<file path="src/rtl/gate_bist_ctrl_if.sv">
// Host-facing and gate-model-facing signals of the BIST sequencer.
// Handshake: the host holds start high for at least one cycle while the sequencer is
// idle (busy=0, done=0). The run begins on the next rising edge. completion is a single-cycle
// done pulse, with pass valid from that pulse until the next accepted start.
interface gate_bist_ctrl_if;
  logic        start;
  logic        abort;
  logic        mode;
  logic [12:0] num_vectors;
  logic [15:0] golden;
  logic [11:0] dut_in;
  logic [9:0]  dut_out;
  logic        busy;
  logic        done;
  logic        pass;
  logic [15:0] signature;

  modport master (
    output start, abort, mode, num_vectors, golden, dut_out,
    input  dut_in, busy, done, pass, signature
  );

  modport slave (
    input  start, abort, mode, num_vectors, golden, dut_out,
    output dut_in, busy, done, pass, signature
  );
endinterface

</file>
<file path="src/rtl/gate_bist_ctrl.sv">
// BIST sequencer: applies counter or LFSR vectors to a 12-in/10-out gate model,
// compacts its outputs in a 16-bit MISR and compares against a golden signature.
module gate_bist_ctrl #(
  parameter int          SETTLE    = 2,
  parameter logic [11:0] LFSR_SEED = 12'h001
) (
  input  logic              clk,
  input  logic              rst,
  gate_bist_ctrl_if.slave   bus,
  output logic [1:0]        o_dbg_state
);

  localparam logic [3:0] SETTLE_C = 4'(SETTLE);

  typedef enum logic [1:0] {
    S_IDLE = 2'd0,
    S_RUN  = 2'd1,
    S_DONE = 2'd2
  } state_t;

  state_t      r_state;
  state_t      w_next;
  logic        r_mode;
  logic [12:0] r_remaining;
  logic [3:0]  r_cnt;
  logic [11:0] r_dut_in;
  logic [15:0] r_sig;
  logic        r_pass;

  logic        w_sample;
  logic        w_last;
  logic        w_match;
  logic [11:0] w_lfsr_next;
  logic [11:0] w_vec_next;
  logic [15:0] w_misr_next;

  assign w_sample    = (r_state == S_RUN) && (r_cnt == SETTLE_C);
  assign w_last      = w_sample && (r_remaining == 13'd1);
  assign w_match     = (r_sig == bus.golden);
  assign w_lfsr_next = {r_dut_in[10:0], r_dut_in[11] ^ r_dut_in[5] ^ r_dut_in[3] ^ r_dut_in[0]};
  assign w_vec_next  = r_mode ? w_lfsr_next : (r_dut_in + 12'd1);
  assign w_misr_next = {r_sig[14:0], r_sig[15] ^ r_sig[13] ^ r_sig[12] ^ r_sig[10]}
                       ^ {6'b0, bus.dut_out};

  always_comb begin
    w_next = r_state;
    case (r_state)
      S_IDLE: if (bus.start) w_next = (bus.num_vectors == 13'd0) ? S_DONE : S_RUN;
      S_RUN: begin
        // abort takes priority over a coincident final sample
        if (bus.abort)   w_next = S_IDLE;
        else if (w_last) w_next = S_DONE;
      end
      S_DONE:  w_next = S_IDLE;
      default: w_next = S_IDLE;
    endcase
  end

  always_ff @(posedge clk) begin
    if (rst) begin
      r_state     <= S_IDLE;
      r_mode      <= 1'b0;
      r_remaining <= 13'd0;
      r_cnt       <= 4'd0;
      r_dut_in    <= 12'd0;
      r_sig       <= 16'd0;
      r_pass      <= 1'b0;
    end else begin
      r_state <= w_next;
      case (r_state)
        S_IDLE: begin
          if (bus.start) begin
            r_mode      <= bus.mode;
            r_remaining <= bus.num_vectors;
            r_cnt       <= 4'd0;
            r_sig       <= 16'd0;
            r_pass      <= 1'b0;
            if (bus.num_vectors != 13'd0)
              r_dut_in <= bus.mode ? LFSR_SEED : 12'h000;
          end
        end
        S_RUN: begin
          if (!bus.abort) begin
            if (w_sample) begin
              r_sig       <= w_misr_next;
              r_cnt       <= 4'd0;
              r_remaining <= r_remaining - 13'd1;
              if (!w_last) r_dut_in <= w_vec_next;
            end else begin
              r_cnt <= r_cnt + 4'd1;
            end
          end
        end
        S_DONE:  r_pass <= w_match;
        default: ;
      endcase
    end
  end

  assign bus.dut_in    = r_dut_in;
  assign bus.busy      = (r_state == S_RUN);
  assign bus.done      = (r_state == S_DONE);
  assign bus.pass      = (r_state == S_DONE) ? w_match : r_pass;
  assign bus.signature = r_sig;
  assign o_dbg_state   = r_state;

endmodule

</file>
<file path="src/flat_wrapper.sv">
// flat-port wrapper written by rule: the top's interface ports become plain ports
module gate_bist_ctrl_flat 
#(
  parameter int          SETTLE    = 2,
  parameter logic [11:0] LFSR_SEED = 12'h001
)
  (clk, rst, o_dbg_state, bus_start, bus_abort, bus_mode, bus_num_vectors, bus_golden, bus_dut_out, bus_dut_in, bus_busy, bus_done, bus_pass, bus_signature);
  gate_bist_ctrl_if bus_i ();
  input  logic clk;
  input  logic rst;
  output logic [1:0] o_dbg_state;
  input wire logic [$bits(bus_i.start)-1:0] bus_start;
  input wire logic [$bits(bus_i.abort)-1:0] bus_abort;
  input wire logic [$bits(bus_i.mode)-1:0] bus_mode;
  input wire logic [$bits(bus_i.num_vectors)-1:0] bus_num_vectors;
  input wire logic [$bits(bus_i.golden)-1:0] bus_golden;
  input wire logic [$bits(bus_i.dut_out)-1:0] bus_dut_out;
  output wire logic [$bits(bus_i.dut_in)-1:0] bus_dut_in;
  output wire logic [$bits(bus_i.busy)-1:0] bus_busy;
  output wire logic [$bits(bus_i.done)-1:0] bus_done;
  output wire logic [$bits(bus_i.pass)-1:0] bus_pass;
  output wire logic [$bits(bus_i.signature)-1:0] bus_signature;
  assign bus_i.start = bus_start;
  assign bus_i.abort = bus_abort;
  assign bus_i.mode = bus_mode;
  assign bus_i.num_vectors = bus_num_vectors;
  assign bus_i.golden = bus_golden;
  assign bus_i.dut_out = bus_dut_out;
  assign bus_dut_in = bus_i.dut_in;
  assign bus_busy = bus_i.busy;
  assign bus_done = bus_i.done;
  assign bus_pass = bus_i.pass;
  assign bus_signature = bus_i.signature;
  gate_bist_ctrl #(.SETTLE(SETTLE), .LFSR_SEED(LFSR_SEED)) u_core (.clk(clk), .rst(rst), .bus(bus_i), .o_dbg_state(o_dbg_state));
endmodule
</file>
<file path="config.mk">
export PLATFORM = sky130hd
export DESIGN_NAME = gate_bist_ctrl_flat
export DESIGN_NICKNAME = d
export VERILOG_FILES = /design/src/rtl/gate_bist_ctrl_if.sv /design/src/rtl/gate_bist_ctrl.sv /design/src/flat_wrapper.sv
export SDC_FILE = /design/constraint.sdc
export NUM_CORES = 1
export LEC_CHECK = 0
export CORE_MARGIN = 1.5
export CORE_UTILIZATION = 30
export CTS_CLUSTER_SIZE = 12
export DETAILED_ROUTE_END_ITERATION = 6
export GPL_ROUTABILITY_DRIVEN = 0
export HOLD_SLACK_MARGIN = 0.08
export PLACE_DENSITY = 0.66
export SYNTH_ARGS = -nofsm -noshare
export SYNTH_HDL_FRONTEND = slang
export SYNTH_SLANG_ARGS = --single-unit
</file>
<file path="constraint.sdc">
create_clock -name clk -period 4.1 [get_ports clk]
set_clock_uncertainty 0.2 [all_clocks]
set_input_delay 1.025 -clock clk [delete_from_list [all_inputs] [get_ports clk]]
set_output_delay 1.025 -clock clk [all_outputs]
set_load 0.005 [all_outputs]
</file>
; After elaboration in Yosys (flattened, before gate mapping)
; Index checks and enable logic that the tools add are counted.
[word_totals]
register_bits = 49
inputBits = 44
out_inout_bits = 33
[op_classes]
add_sub_neg = 3
eq_ne = 11
mux = 28
bitwise_logic = 7
n_reduce_logical = 13
[op_table]
columns = cell, count
row1 = 2-to-1 mux 12 bit, 6
row2 = 2-to-1 mux 16 bit, 3
row3 = 2-to-1 mux 13 bit, 3
row4 = case mux 16 bit (2 select lines), 1
row5 = case mux 13 bit (2 select lines), 1
row6 = case mux 12 bit (2 select lines), 1
row7 = == test 16 bit, 1
row8 = bitwise XOR 16 x 10 -> 16 bit, 1
row9 = == test 13 x 1 -> 1 bit (second input constant), 1
row10 = logical NOT 13 bit, 1
row11 = nonzero test 13 bit, 1
row12 = subtractor 13 x 1 -> 13 bit (second input constant), 1
row13 = adder 12 x 1 -> 12 bit (second input constant), 1
row14 = 2-to-1 mux 4 bit, 3
row15 = 2-to-1 mux 2 bit, 4
row16 = case mux 4 bit (2 select lines), 1
row17 = != test 2 bit (second input constant), 3
row18 = AND reduction 2 bit, 3
row19 = AND reduction 6 bit, 1
row20 = bitwise XOR 1 bit, 6
row21 = adder 4 x 1 -> 4 bit (second input constant), 1
row22 = == test 4 x 2 -> 1 bit (second input constant), 1
row23 = != test 2 x 1 -> 1 bit (second input constant), 2
row24 = case mux 2 bit (2 select lines), 1
row25 = other kinds (10), 14

; Depth between registers and ports, before layout
; Gate-level depths: netlist of run 1.
[logic_depth]
word_depth = 8
mapped_depth = 9
depth_no_buf = 7

; Least setup slack after synthesis of run 1
; No wires, ideal clock.
[synth_timing]
path_type = input to output
start = input bus_golden[8]
end = output bus_pass
arrival_ns = 1.667
required_ns = 2.875
slack_ns = 1.208
stages = 4
n_path_buf = 0
path_cell_list = xnor2_1 nand4_1 nor4_1 mux2_2
[synth_between]
elab_chain_len = 2
[synth_rtl]
columns = element, line
row1 = from (decl), flat_wrapper.sv:16  ; input wire logic [$bits(bus_i.golden)-1:0] bus_golden;
row2 = == test 16 bit, gate_bist_ctrl.sv:39  ; assign w_match = (r_sig == bus.golden);
row3 = 2-to-1 mux 1 bit, gate_bist_ctrl.sv:103  ; assign bus.pass = (r_state == S_DONE) ? w_match : r_pass;
row4 = to (decl), flat_wrapper.sv:21  ; output wire logic [$bits(bus_i.pass)-1:0] bus_pass;
; No other way between the ends.

; Worst setup path in the final report of run 1
[layout_timing]
start = input bus_golden[5]
end = output bus_pass
; The elaborated chain is that of the path after synthesis.

==> results of run 1 <==
-- worst paths after layout --
| kind | from | end | cells past startpoint |
|---|---|---|---|
| setup / recovery | bus_golden[5] | bus_pass | 6 |
| hold / removal | u_core.r_remaining[3] | u_core.r_remaining[3] | 2 |
| setup reg to reg | u_core.r_cnt[0] | u_core.bus.dut_in[9] | 7 |
| hold reg to reg | u_core.r_remaining[3] | u_core.r_remaining[3] | 2 |
-- synth_stat cells (5+ instances only) --
library cell / n / area share (%)
a211oi_1: 6 / 1.5
a21oi_1: 26 / 4.4
a31oi_1: 11 / 2.3
and3_1: 7 / 1.5
buf_2: 5 / 0.85
clkbuf_1: 18 / 2.3
dfxtp_1: 49 / 33
ha_1: 5 / 2.1
inv_1: 6 / 0.77
nand2_1: 26 / 3.3
nand3_1: 8 / 1.4
nand4_1: 12 / 2.6
nor2_1: 48 / 6.1
nor3_1: 9 / 1.5
nor4_1: 5 / 1.1
o21ai_0: 23 / 3.9
or4_1: 5 / 1.3
xnor2_1: 29 / 8.7
-- state kept, by name, indices dropped and copies added, names as in the netlist --
name                  flops
u_core.bus.signature     16
u_core.r_remaining       13
u_core.bus.dut_in        12
u_core.r_cnt              4
u_core.o_dbg_state        2
u_core.r_mode             1
u_core.r_pass             1
-- cell families (layout without fill, tap and decap cells) --
| logic type | count (synthesis) | count (layout) | synth area share, % |
|---|---|---|---|
| AND/OR/NAND/NOR | 144 | 144 | 25.8 |
| buffers and inverters | 32 | 96 | 4.44 |
| multiplexers | 2 | 2 | 0.768 |
| AO/OA/AOI/OAI | 101 | 101 | 22.6 |
| flip-flops | 49 | 49 | 33.5 |
| XOR/XNOR | 33 | 33 | 10.8 |
| adder cells (fa/ha/maj) | 5 | 5 | 2.13 |
-- worst max-delay path, stage by stage --
cell,delay [ps]
clkdlybuf4s50_1,480
xnor2_1,120
nand4_1,120
nor4_2,320
mux2_4,210
clkdlybuf4s50_1,500
-- per-layer routing --
layer / vias up / wire length, um / part of all wire (%) / track usage, %
li1: 1461 / - / - / -
met1: 1390 / 3680 / 47 / 20.8
met2: 52 / 3870 / 49 / 26.2
met3: 4 / 290 / 3.7 / 2.19
met4: 0 / 67 / 0.85 / 4.85
met5: - / 0 / 0 / 0
-- final cells by class --
type                            count  area [um2]
Inverter                            7        26.3
Clock buffer                        7        96.3
Sequential cell                    49         981
Timing Repair Buffer               81         798
Fill cell                         987        5470
Multi-Input combinational cell    285        1830
Tap cell                          129         161
Clock inverter                      1        5.00
-- power by group --
group,switching (mW),internal (mW)
combinational,0.0997,0.103
sequential,0.0223,0.491
clock,0.160,0.153
-- repair_timing --
action	CTS	global route
resized for setup	1	1
setup buffers	0	1
pin swaps	0	1
hold buffers	0	0
endpoints found under the setup margin	1	1
-- per-stage QoR --
step           std cells  power, mW  utilization [%]
2_1_floorplan        366      0.644                -
5_1_grt              559       1.08             41.6
4_1_cts              558       1.04             41.5
6_report             559       1.03             41.6
3_5_place_dp         550      0.725             40.3
3_3_place_gp         550      0.721             40.3
==> reports/metrics.yaml, run 1 <==
tritoncts: "built"
grt_pass1_wl_um: 13000
yosys_warnings: 0
finalSetupViolCount: 0
start_util_pct: 31.3
final_nets: 478
synth_seq_cells: 49
synth_area_um2: 2930
clk_pin_slew_worst_paths_ps: 90
leakage_nw: 1.34
die_y_um: 102
clk_latency_ps: 300
layout_common_cells: "clkdlybuf4s50_1, dfxtp_1, nor2_1"
async_reset_ff_share_pct: 0
synth-edff-count: 0
core_um2: 9370
worst_ir_drop_vdd_v: 0.000142
tightest_slew_ps: 744
hp-class: "reg -> reg"
grt_usage_pct: 15.6
avgRoutedWirePerCell_um: 14.1
hold_slack_ps: 310
dp_hpwl_um: 5720
yosysSeqAreaShare_pct: 33.5
postRouteWirelength_um: 7900
dp_slack_ps: -29.3
num_rows: 35
crit_path_end_kind: "output pin"
outcome: "finished clean"
drc: 0
via_count: 2907
cp-start-kind: "input pin"
antenna_found_initial: 0
drt_iter0_drc: 137
worstPathMaxFanout: 2
fin_setup_tns_ps: 0
area_delta_synth_final_pct: 33.0
final_common_cell: "clkdlybuf4s50_1"
cts.sinks: 49
grt_setup_unrepaired: "false"
fmax_mhz: 250
relSlewSlack_pct: 50.4
r2r_slack_ps: 1630
grt_max_degree: 43
io-pin-count: 77
synth_nets: 415
synth_flop_cell: "dfxtp_1"
hold_violations: 0
drv_slew: 0
drive_above_1_share_pct: 5.81
stdcell_area_um2: 3900
chipWidth_um: 102
portBuffers: 76
cts_buffer_depth: 2
vias_per_cell: 5.20
period_needed_ps: 3990
fin_ws_ps: 107
worstPathArrival_ps: 2770
grt_pass1_vias: 2670
cap_violations: 0
dieArea_um2: 10400
place_area_um2: 3780
required_ps: 2870
cts_root_buf: "clkbuf_8"
syn_avg_cell_area_um2: 8.01
p_per_area_nw_per_um2: 264
cts_buffers: 5
firstDrtPassIters: 4
netlist_instances: 366
htreeDepth: 2
n_antenna_cell: 0
critPathKind: "in -> out"
grt-ovfl-total: 0
ant_nets: 0
netlist-cell-type-count: 59
min_period_over_period_pct: 97.4
(Power assumes the default switching activity.)
==> inputs of run 2 (changes only) <==
--- a/config.mk
+++ b/config.mk
@@ -5,8 +5,10 @@
 export SDC_FILE = /design/constraint.sdc
 export NUM_CORES = 1
 export LEC_CHECK = 0
+export CAP_MARGIN = 20
 export CORE_MARGIN = 1.5
 export CORE_UTILIZATION = 30
+export CTS_CLUSTER_DIAMETER = 30
 export CTS_CLUSTER_SIZE = 12
 export DETAILED_ROUTE_END_ITERATION = 6
 export GPL_ROUTABILITY_DRIVEN = 0
@@ -15,3 +17,4 @@
 export SYNTH_ARGS = -nofsm -noshare
 export SYNTH_HDL_FRONTEND = slang
 export SYNTH_SLANG_ARGS = --single-unit
+export TNS_END_PERCENT = 5
==> results of run 2 <==
The final DEF is identical to that of run 1; final timing and power are the same.
